## config.mk

```make
export PLATFORM = sky130hd
export DESIGN_NAME = modulator_sequencer
export DESIGN_NICKNAME = d
export VERILOG_FILES = /design/src/rtl/modulator_seq_pkg.sv /design/src/rtl/modulator_seq_table.sv /design/src/rtl/modulator_sequencer.sv
export SDC_FILE = /design/constraint.sdc
export NUM_CORES = 1
export LEC_CHECK = 0
export CORE_MARGIN = 10
export CORE_UTILIZATION = 62
export DETAILED_ROUTE_END_ITERATION = 6
export PLACE_DENSITY = 0.82
export SLEW_MARGIN = 25
export SYNTH_ARGS = -nofsm -noshare
export SYNTH_HDL_FRONTEND = slang
export SYNTH_SLANG_ARGS = --single-unit
```

## constraint.sdc

```tcl
create_clock -name clk_in -period 5.6 [get_ports clk_in]
set_input_delay 0.84 -clock clk_in [delete_from_list [all_inputs] [get_ports clk_in]]
set_output_delay 0.84 -clock clk_in [all_outputs]
set_load 0.05 [all_outputs]
```

## src/rtl/modulator_seq_pkg.sv

```systemverilog
// Shared definitions for the sine-PWM modulator sequencer: state encoding,
// divisor width and the saturating table-index helper.
package modulator_seq_pkg;

  localparam int DIV_W = 32;

  typedef enum logic [1:0] {
    ST_IDLE = 2'd0,
    ST_ARM  = 2'd1,
    ST_RUN  = 2'd2,
    ST_DONE = 2'd3
  } seq_state_e;

  function automatic int unsigned next_idx(input int unsigned idx, input int unsigned last);
    if (idx >= last) begin
      return last;
    end else begin
      return idx + 32'd1;
    end
  endfunction

endpackage

```

## src/rtl/modulator_seq_table.sv

```systemverilog
// Step table for the modulator sequencer: STEPS_P entries of {divisor, hold},
// synchronous write with reset, two combinational read ports.
module modulator_seq_table
  import modulator_seq_pkg::*;
#(
  parameter int unsigned      STEPS_P       = 4,
  parameter int unsigned      HOLD_W_P      = 16,
  parameter logic [DIV_W-1:0] DIV_DEFAULT_P = 32'd50000
) (
  input  logic                       clk_in,
  input  logic                       rst,
  input  logic                       we_i,
  input  logic [$clog2(STEPS_P)-1:0] wr_addr_i,
  input  logic [DIV_W-1:0]           wr_div_i,
  input  logic [HOLD_W_P-1:0]        wr_hold_i,
  input  logic [$clog2(STEPS_P)-1:0] rd_a_addr_i,
  output logic [DIV_W-1:0]           rd_a_div_o,
  output logic [HOLD_W_P-1:0]        rd_a_hold_o,
  input  logic [$clog2(STEPS_P)-1:0] rd_b_addr_i,
  output logic [DIV_W-1:0]           rd_b_div_o,
  output logic [HOLD_W_P-1:0]        rd_b_hold_o
);

  logic [DIV_W-1:0]    div_q  [STEPS_P];
  logic [HOLD_W_P-1:0] hold_q [STEPS_P];

  // Table storage: reset to default divisor with hold 0, else write on strobe.
  always_ff @(posedge clk_in) begin
    if (rst) begin
      for (int i = 0; i < int'(STEPS_P); i++) begin
        div_q[i]  <= DIV_DEFAULT_P;
        hold_q[i] <= {HOLD_W_P{1'b0}};
      end
    end else if (we_i) begin
      div_q[wr_addr_i]  <= wr_div_i;
      hold_q[wr_addr_i] <= wr_hold_i;
    end else begin
      div_q  <= div_q;
      hold_q <= hold_q;
    end
  end

  assign rd_a_div_o  = div_q[rd_a_addr_i];
  assign rd_a_hold_o = hold_q[rd_a_addr_i];
  assign rd_b_div_o  = div_q[rd_b_addr_i];
  assign rd_b_hold_o = hold_q[rd_b_addr_i];

endmodule

```

## src/rtl/modulator_sequencer.sv

```systemverilog
// Sequencer for the sine-PWM modulator: walks a divisor/hold table, ping-pongs
// the two divisor banks at period boundaries. Define MODSEQ_LOOP_EN for looping.
module modulator_sequencer
  import modulator_seq_pkg::*;
#(
  parameter int unsigned      STEPS_P       = 4,
  parameter int unsigned      HOLD_W_P      = 16,
  parameter logic [DIV_W-1:0] DIV_DEFAULT_P = 32'd50000
) (
  input  logic                       clk_in,
  input  logic                       rst,
  input  logic                       cfg_we,
  input  logic [$clog2(STEPS_P)-1:0] cfg_addr,
  input  logic [DIV_W-1:0]           cfg_div,
  input  logic [HOLD_W_P-1:0]        cfg_hold,
  input  logic                       start,
  input  logic                       abort,
  input  logic                       period_tick,
`ifdef MODSEQ_LOOP_EN
  input  logic                       loop,
`endif
  output logic [DIV_W-1:0]           div_factor_freqhigh,
  output logic [DIV_W-1:0]           div_factor_freqlow,
  output logic                       sw0,
  output logic                       busy,
  output logic                       done,
  output logic [$clog2(STEPS_P)-1:0] step_idx
);

  localparam int                   IDX_W       = $clog2(STEPS_P);
  localparam int unsigned          LAST_C      = STEPS_P - 32'd1;
  localparam logic [IDX_W-1:0]     IDX_ZERO_C  = IDX_W'(0);
  localparam logic [IDX_W-1:0]     LAST_IDX_C  = IDX_W'(STEPS_P - 32'd1);
  localparam logic [HOLD_W_P-1:0]  HOLD_ZERO_C = HOLD_W_P'(0);
  localparam logic [HOLD_W_P-1:0]  HOLD_ONE_C  = HOLD_W_P'(1);

  seq_state_e          state_q, state_d;
  logic                sw0_q, sw0_d;
  logic [DIV_W-1:0]    hi_q, hi_d, lo_q, lo_d;
  logic                busy_q, busy_d, done_q, done_d;
  logic [IDX_W-1:0]    step_q, step_d;
  logic [HOLD_W_P-1:0] hold_cnt_q, hold_cnt_d, hold_cur_q, hold_cur_d;
`ifdef MODSEQ_LOOP_EN
  logic [DIV_W-1:0]    div0_q, div0_d, arm_pre_q, arm_pre_d;
  logic [HOLD_W_P-1:0] hold0_q, hold0_d;
  logic                b_final;
`endif

  logic [IDX_W-1:0]    step_nxt, rd_a_addr, rd_b_addr;
  logic [DIV_W-1:0]    rd_a_div, rd_b_div, pre_val;
  logic [HOLD_W_P-1:0] rd_a_hold, rd_b_hold;
  logic                b_exists, last_step, pre_en;

  // Port A looks one entry ahead (entry 0 while idle), port B two ahead.
  assign step_nxt  = IDX_W'(next_idx(32'(step_q), LAST_C));
  assign rd_a_addr = (state_q == ST_IDLE) ? IDX_ZERO_C : step_nxt;
  assign rd_b_addr = IDX_W'(next_idx(32'(step_nxt), LAST_C));
  assign b_exists  = (32'(step_q) + 32'd2) <= LAST_C;
  assign last_step = (step_q == LAST_IDX_C) || (rd_a_hold == HOLD_ZERO_C);
`ifdef MODSEQ_LOOP_EN
  assign b_final   = !b_exists || (rd_b_hold == HOLD_ZERO_C);
`else
  logic unused_rd_b_hold;
  assign unused_rd_b_hold = ^rd_b_hold;
`endif

  modulator_seq_table #(
    .STEPS_P      (STEPS_P),
    .HOLD_W_P     (HOLD_W_P),
    .DIV_DEFAULT_P(DIV_DEFAULT_P)
  ) u_table (
    .clk_in     (clk_in),
    .rst        (rst),
    .we_i       (cfg_we && (state_q == ST_IDLE)),
    .wr_addr_i  (cfg_addr),
    .wr_div_i   (cfg_div),
    .wr_hold_i  (cfg_hold),
    .rd_a_addr_i(rd_a_addr),
    .rd_a_div_o (rd_a_div),
    .rd_a_hold_o(rd_a_hold),
    .rd_b_addr_i(rd_b_addr),
    .rd_b_div_o (rd_b_div),
    .rd_b_hold_o(rd_b_hold)
  );

  // Next-state and next-output logic of the sequencing FSM.
  always_comb begin
    state_d    = state_q;
    sw0_d      = sw0_q;
    hi_d       = hi_q;
    lo_d       = lo_q;
    done_d     = 1'b0;
    step_d     = step_q;
    hold_cnt_d = hold_cnt_q;
    hold_cur_d = hold_cur_q;
    pre_en     = 1'b0;
    pre_val    = rd_a_div;
`ifdef MODSEQ_LOOP_EN
    div0_d     = div0_q;
    hold0_d    = hold0_q;
    arm_pre_d  = arm_pre_q;
`endif
    case (state_q)
      ST_IDLE: begin
        if (start && !abort) begin
          if (rd_a_hold == HOLD_ZERO_C) begin
            done_d = 1'b1;
          end else begin
            state_d    = ST_ARM;
            step_d     = IDX_ZERO_C;
            hold_cur_d = rd_a_hold;
            pre_en     = 1'b1;
            pre_val    = rd_a_div;
`ifdef MODSEQ_LOOP_EN
            div0_d     = rd_a_div;
            hold0_d    = rd_a_hold;
`endif
          end
        end else begin
          state_d = ST_IDLE;
        end
      end
      ST_ARM: begin
        if (abort) begin
          state_d = ST_IDLE;
        end else if (period_tick) begin
          state_d    = ST_RUN;
          sw0_d      = ~sw0_q;
          hold_cnt_d = HOLD_ONE_C;
          pre_en     = 1'b1;
`ifdef MODSEQ_LOOP_EN
          // Remember what step 0's entry preloads so a wrap can repeat it.
          arm_pre_d  = (rd_a_hold == HOLD_ZERO_C) ? div0_q : rd_a_div;
          pre_val    = loop ? arm_pre_d : rd_a_div;
`else
          pre_val    = rd_a_div;
`endif
        end else begin
          state_d = ST_ARM;
        end
      end
      ST_RUN: begin
        if (abort) begin
          state_d = ST_IDLE;
        end else if (period_tick) begin
          if (hold_cnt_q != hold_cur_q) begin
            hold_cnt_d = hold_cnt_q + HOLD_ONE_C;
          end else if (last_step) begin
`ifdef MODSEQ_LOOP_EN
            if (loop) begin
              sw0_d      = ~sw0_q;
              step_d     = IDX_ZERO_C;
              hold_cnt_d = HOLD_ONE_C;
              hold_cur_d = hold0_q;
              pre_en     = 1'b1;
              pre_val    = arm_pre_q;
            end else begin
              state_d = ST_DONE;
              done_d  = 1'b1;
            end
`else
            state_d = ST_DONE;
            done_d  = 1'b1;
`endif
          end else begin
            sw0_d      = ~sw0_q;
            step_d     = step_nxt;
            hold_cnt_d = HOLD_ONE_C;
            hold_cur_d = rd_a_hold;
`ifdef MODSEQ_LOOP_EN
            if (loop && b_final) begin
              pre_en  = 1'b1;
              pre_val = div0_q;
            end else begin
              pre_en  = b_exists;
              pre_val = rd_b_div;
            end
`else
            pre_en  = b_exists;
            pre_val = rd_b_div;
`endif
          end
        end else begin
          state_d = ST_RUN;
        end
      end
      ST_DONE: begin
        state_d = ST_IDLE;
      end
      default: begin
        state_d = ST_IDLE;
      end
    endcase

    // The preload always targets the bank that is inactive after this edge.
    if (pre_en) begin
      if (sw0_d) begin
        lo_d = pre_val;
      end else begin
        hi_d = pre_val;
      end
    end else begin
      hi_d = hi_q;
      lo_d = lo_q;
    end
    busy_d = (state_d == ST_ARM) || (state_d == ST_RUN);
  end

  // State and output registers with synchronous reset.
  always_ff @(posedge clk_in) begin
    if (rst) begin
      state_q    <= ST_IDLE;
      sw0_q      <= 1'b0;
      hi_q       <= DIV_DEFAULT_P;
      lo_q       <= DIV_DEFAULT_P;
      busy_q     <= 1'b0;
      done_q     <= 1'b0;
      step_q     <= IDX_ZERO_C;
      hold_cnt_q <= HOLD_ZERO_C;
      hold_cur_q <= HOLD_ZERO_C;
`ifdef MODSEQ_LOOP_EN
      div0_q     <= DIV_DEFAULT_P;
      arm_pre_q  <= DIV_DEFAULT_P;
      hold0_q    <= HOLD_ZERO_C;
`endif
    end else begin
      state_q    <= state_d;
      sw0_q      <= sw0_d;
      hi_q       <= hi_d;
      lo_q       <= lo_d;
      busy_q     <= busy_d;
      done_q     <= done_d;
      step_q     <= step_d;
      hold_cnt_q <= hold_cnt_d;
      hold_cur_q <= hold_cur_d;
`ifdef MODSEQ_LOOP_EN
      div0_q     <= div0_d;
      arm_pre_q  <= arm_pre_d;
      hold0_q    <= hold0_d;
`endif
    end
  end

  assign div_factor_freqhigh = hi_q;
  assign div_factor_freqlow  = lo_q;
  assign sw0                 = sw0_q;
  assign busy                = busy_q;
  assign done                = done_q;
  assign step_idx            = step_q;

endmodule

```

==> reports/results.ini <==
[outcome]
status = completed

[yosys]
synth_nets = 1752
async_flop_share_pct = 0
synth_top_area_cell = dfxtp_1
synth-main-ff-cell = dfxtp_1
synth_cell_types = 61
synth_edf_count = 0
synthCells = 1691
yosys-top-cells-count = nand2_1 (438), dfxtp_1 (295), a21oi_1 (236)
synth_area_leaders = dfxtp_1 (44%), nand2_1 (12%), a21oi_1 (8.7%)
synth-seq-cells = 295
synth_top_cell_area_share_pct = 43.7
yosys_warnings = 0
synth.most_common_cell = nand2_1
avgSynthCellArea_um2 = 8.00
seq_area_frac_synth_pct = 43.7
syn_area_um2 = 13500

[clock_tree]
clkTransAtPathRegs_ps = 70
htreeDepth = 1
numCtsBuffers = 30
cts_root_buf = clkbuf_16
cts_setup_buffers = 0
clock_path_buffers = 3
postCtsHoldBufs = 0
cts_tree = yes
ctsResizeCount = 0
clk_latency_ps = 550
clock_sinks = 295

[setup_path]
slowest_delay_ps = 630
path_max_fanout = 65
reg2reg_depth = 12
worstPathArrival_ps = 4460
critPathSlowestCell = buf_4
cp-start-kind = flip-flop
endpoint_kind = flip-flop
ff2ff_setup_slack_ps = 1580
required_ps = 6040
path_class = flip-flop to flip-flop
crit_chain = inv_1 -> ha_4 -> nor2_1 -> a221oi_1 -> nor4_1 -> and2_2 -> a211oi_4 -> buf_4 -> a2bb2oi_2 -> buf_4 -> nor2_1 -> a211oi_1

[placed_design]
pre_cts_ws_ps = 1590
dp_cells = 1977
port_buffers = 124
hpwlAfterDp_um = 22900
gp_congestion = 0.901
placed_area_um2 = 14700

[sta]
rsz0062_at_grt = no
setup_viol = 0
max_slew_margin_pct = 39.9
fmax_mhz = 249
worst_pin_slew_ps = 901
fin_ws_ps = 1580
drv_slew = 0
hold_viol = 0
layout_min_cycle_time_ps = 4020
skew_ps = 6.79
fin_crit_sh_pct = 71.8
fin_tns_setup_ps = 0

[power]
p_leak_nw = 5.46
clkPwrFrac_pct = 46.0
power_frac_comb_pct = 10.0
ir_drop_mv = 0.297
p_sw_share_pct = 24.2
power.net_switching_w = 0.00122
p_seq_share_pct = 44.0
p_int_w = 0.00382
power_density_nw_per_um2 = 317

[detailed_routing]
wl_per_cell_um = 18.6
m1WireLength_um = 15500
top_layer = met5
drt_first_pass_iters = 7
via_per_inst = 6.02
wl_met2_um = 18200
num_vias = 12200
drc = 0
wl_um = 37800
drt_iter0_markers = 1180
final_antenna_net_count = 0
wl_met3_um = 2990

[die]
dieHeight_um = 168
coreArea_um2 = 21200
fp-row-count = 53
boundaryPins = 125
die_area_um2 = 28100
start_util_pct = 63.7
die_w_um = 168

[global_route]
grt_max_degree = 164
grt_pass1_vias = 11800
antenna_found_initial = 2
globalRouteOverflowTotal = 0
grt_pass1_wl_um = 61100
grt_util_all_layers_pct = 25.5

[layout]
fin_area_um2 = 15900
syn2layout_area_growth_pct = 17.5
finalNonFillerCells = 2034
nets = 1795
postLayoutCoreUtil_pct = 74.9
drive_gt1_share_pct = 5.86

[flow_run]
maxCapViolCount = 0

[min_path]
hp-class = flip-flop to flip-flop
holdPathStages = 2

## routing by layer
layer	vias up	GRT usage, %
met4	2	8.02
met5	-	0
met3	91	4.80
met1	5763	32.3
met2	523	43.1
li1	5869	-
## power groups by stage
stage               Clock (W)  Sequential, W  Combinational (W)
floorplan                   0        0.00227           0.000324
global placement            0        0.00226           0.000483
detailed placement          0        0.00226           0.000496
CTS                   0.00233        0.00221           0.000500
global route          0.00241        0.00222           0.000549
finish                0.00231        0.00221           0.000505
## cells by family after synthesis
group,count (synthesis),share of synthesized area (%)
buffers and inverters,144,4.91
adders and majority gates,5,0.462
DFF,295,43.7
AOI/OAI and AO/OA,394,17.8
xor gates and xnor gates,19,1.23
muxes,111,8.21
and+or+nand+nor,723,23.7
## cells in the final DEF (no fill, tap or decap), types with 3 or more instances in the layout
cell type        instances
nor3_1                  10
or3_1                    6
ha_1                     4
inv_1                   11
a21oi_1                236
nand2b_1                54
clkbuf_16               32
a311o_1                 26
a211oi_1                42
a211o_1                  8
a2bb2oi_1                7
clkinv_4                 4
xnor2_1                 17
o31ai_1                  5
or3b_1                   7
clkdlybuf4s50_1        123
mux2i_1                111
nand3_1                 12
o21ai_0                 40
clkinv_2                 7
nand2_1                437
nand3b_1                24
nor3b_1                  8
bufinv_16                9
o211ai_1                 4
or3b_2                   3
or4_1                    5
nor4_1                   3
nand4_1                 10
dfxtp_1                293
nor2b_1                 10
a31oi_1                  3
buf_4                   16
nor2_1                 115
a21oi_2                  3
## cell type report
class | instances | area, um^2
flip-flops and latches | 295 | 5910
repair buffers | 143 | 1420
fillers | 1579 | 5320
clock inverters | 22 | 355
inverters | 12 | 45.0
clock buffers | 34 | 808
well taps | 275 | 344
diodes | 1 | 2.50
multi-input cells | 1252 | 7020
## through the flow
stage,power [W],hold slack [ps]
after detailed placement,0.00275,447
after global routing,0.00518,474
final,0.00503,456
after CTS,0.00504,456
after floorplan,0.00259,431
after global placement,0.00274,441
## critical path: cells and delay by family, from the launching register on
family / cells / cell delay (ps)
AND/OR/NAND/NOR: 4 / 730
flip-flops: 1 / 350
buffers and inverters: 3 / 1090
adder cells (fa/ha/maj): 1 / 570
AO/OA/AOI/OAI: 4 / 1140
## state kept, by name, indices dropped and copies added (netlist names)
register             flops
u_table.hold_q          64
sw0                      1
state_q                  2
u_table.div_q          128
hold_cnt_q              16
step_idx                 2
div_factor_freqhigh     32
div_factor_freqlow      32
busy                     1
hold_cur_q              16
done                     1
## worst paths after layout
check,endpoint,start
worst max-delay path,hold_cur_q[8]$_SDFFE_PP0P_,state_q[1]$_SDFF_PP0_
worst min-delay path,u_table.hold_q[36]$_SDFFE_PP0P_,u_table.hold_q[36]$_SDFFE_PP0P_
worst max register to register,hold_cur_q[8]$_SDFFE_PP0P_,state_q[1]$_SDFF_PP0_
worst min register to register,u_table.hold_q[36]$_SDFFE_PP0P_,u_table.hold_q[36]$_SDFFE_PP0P_
No activity file was read; power rests on OpenSTA's default activity.
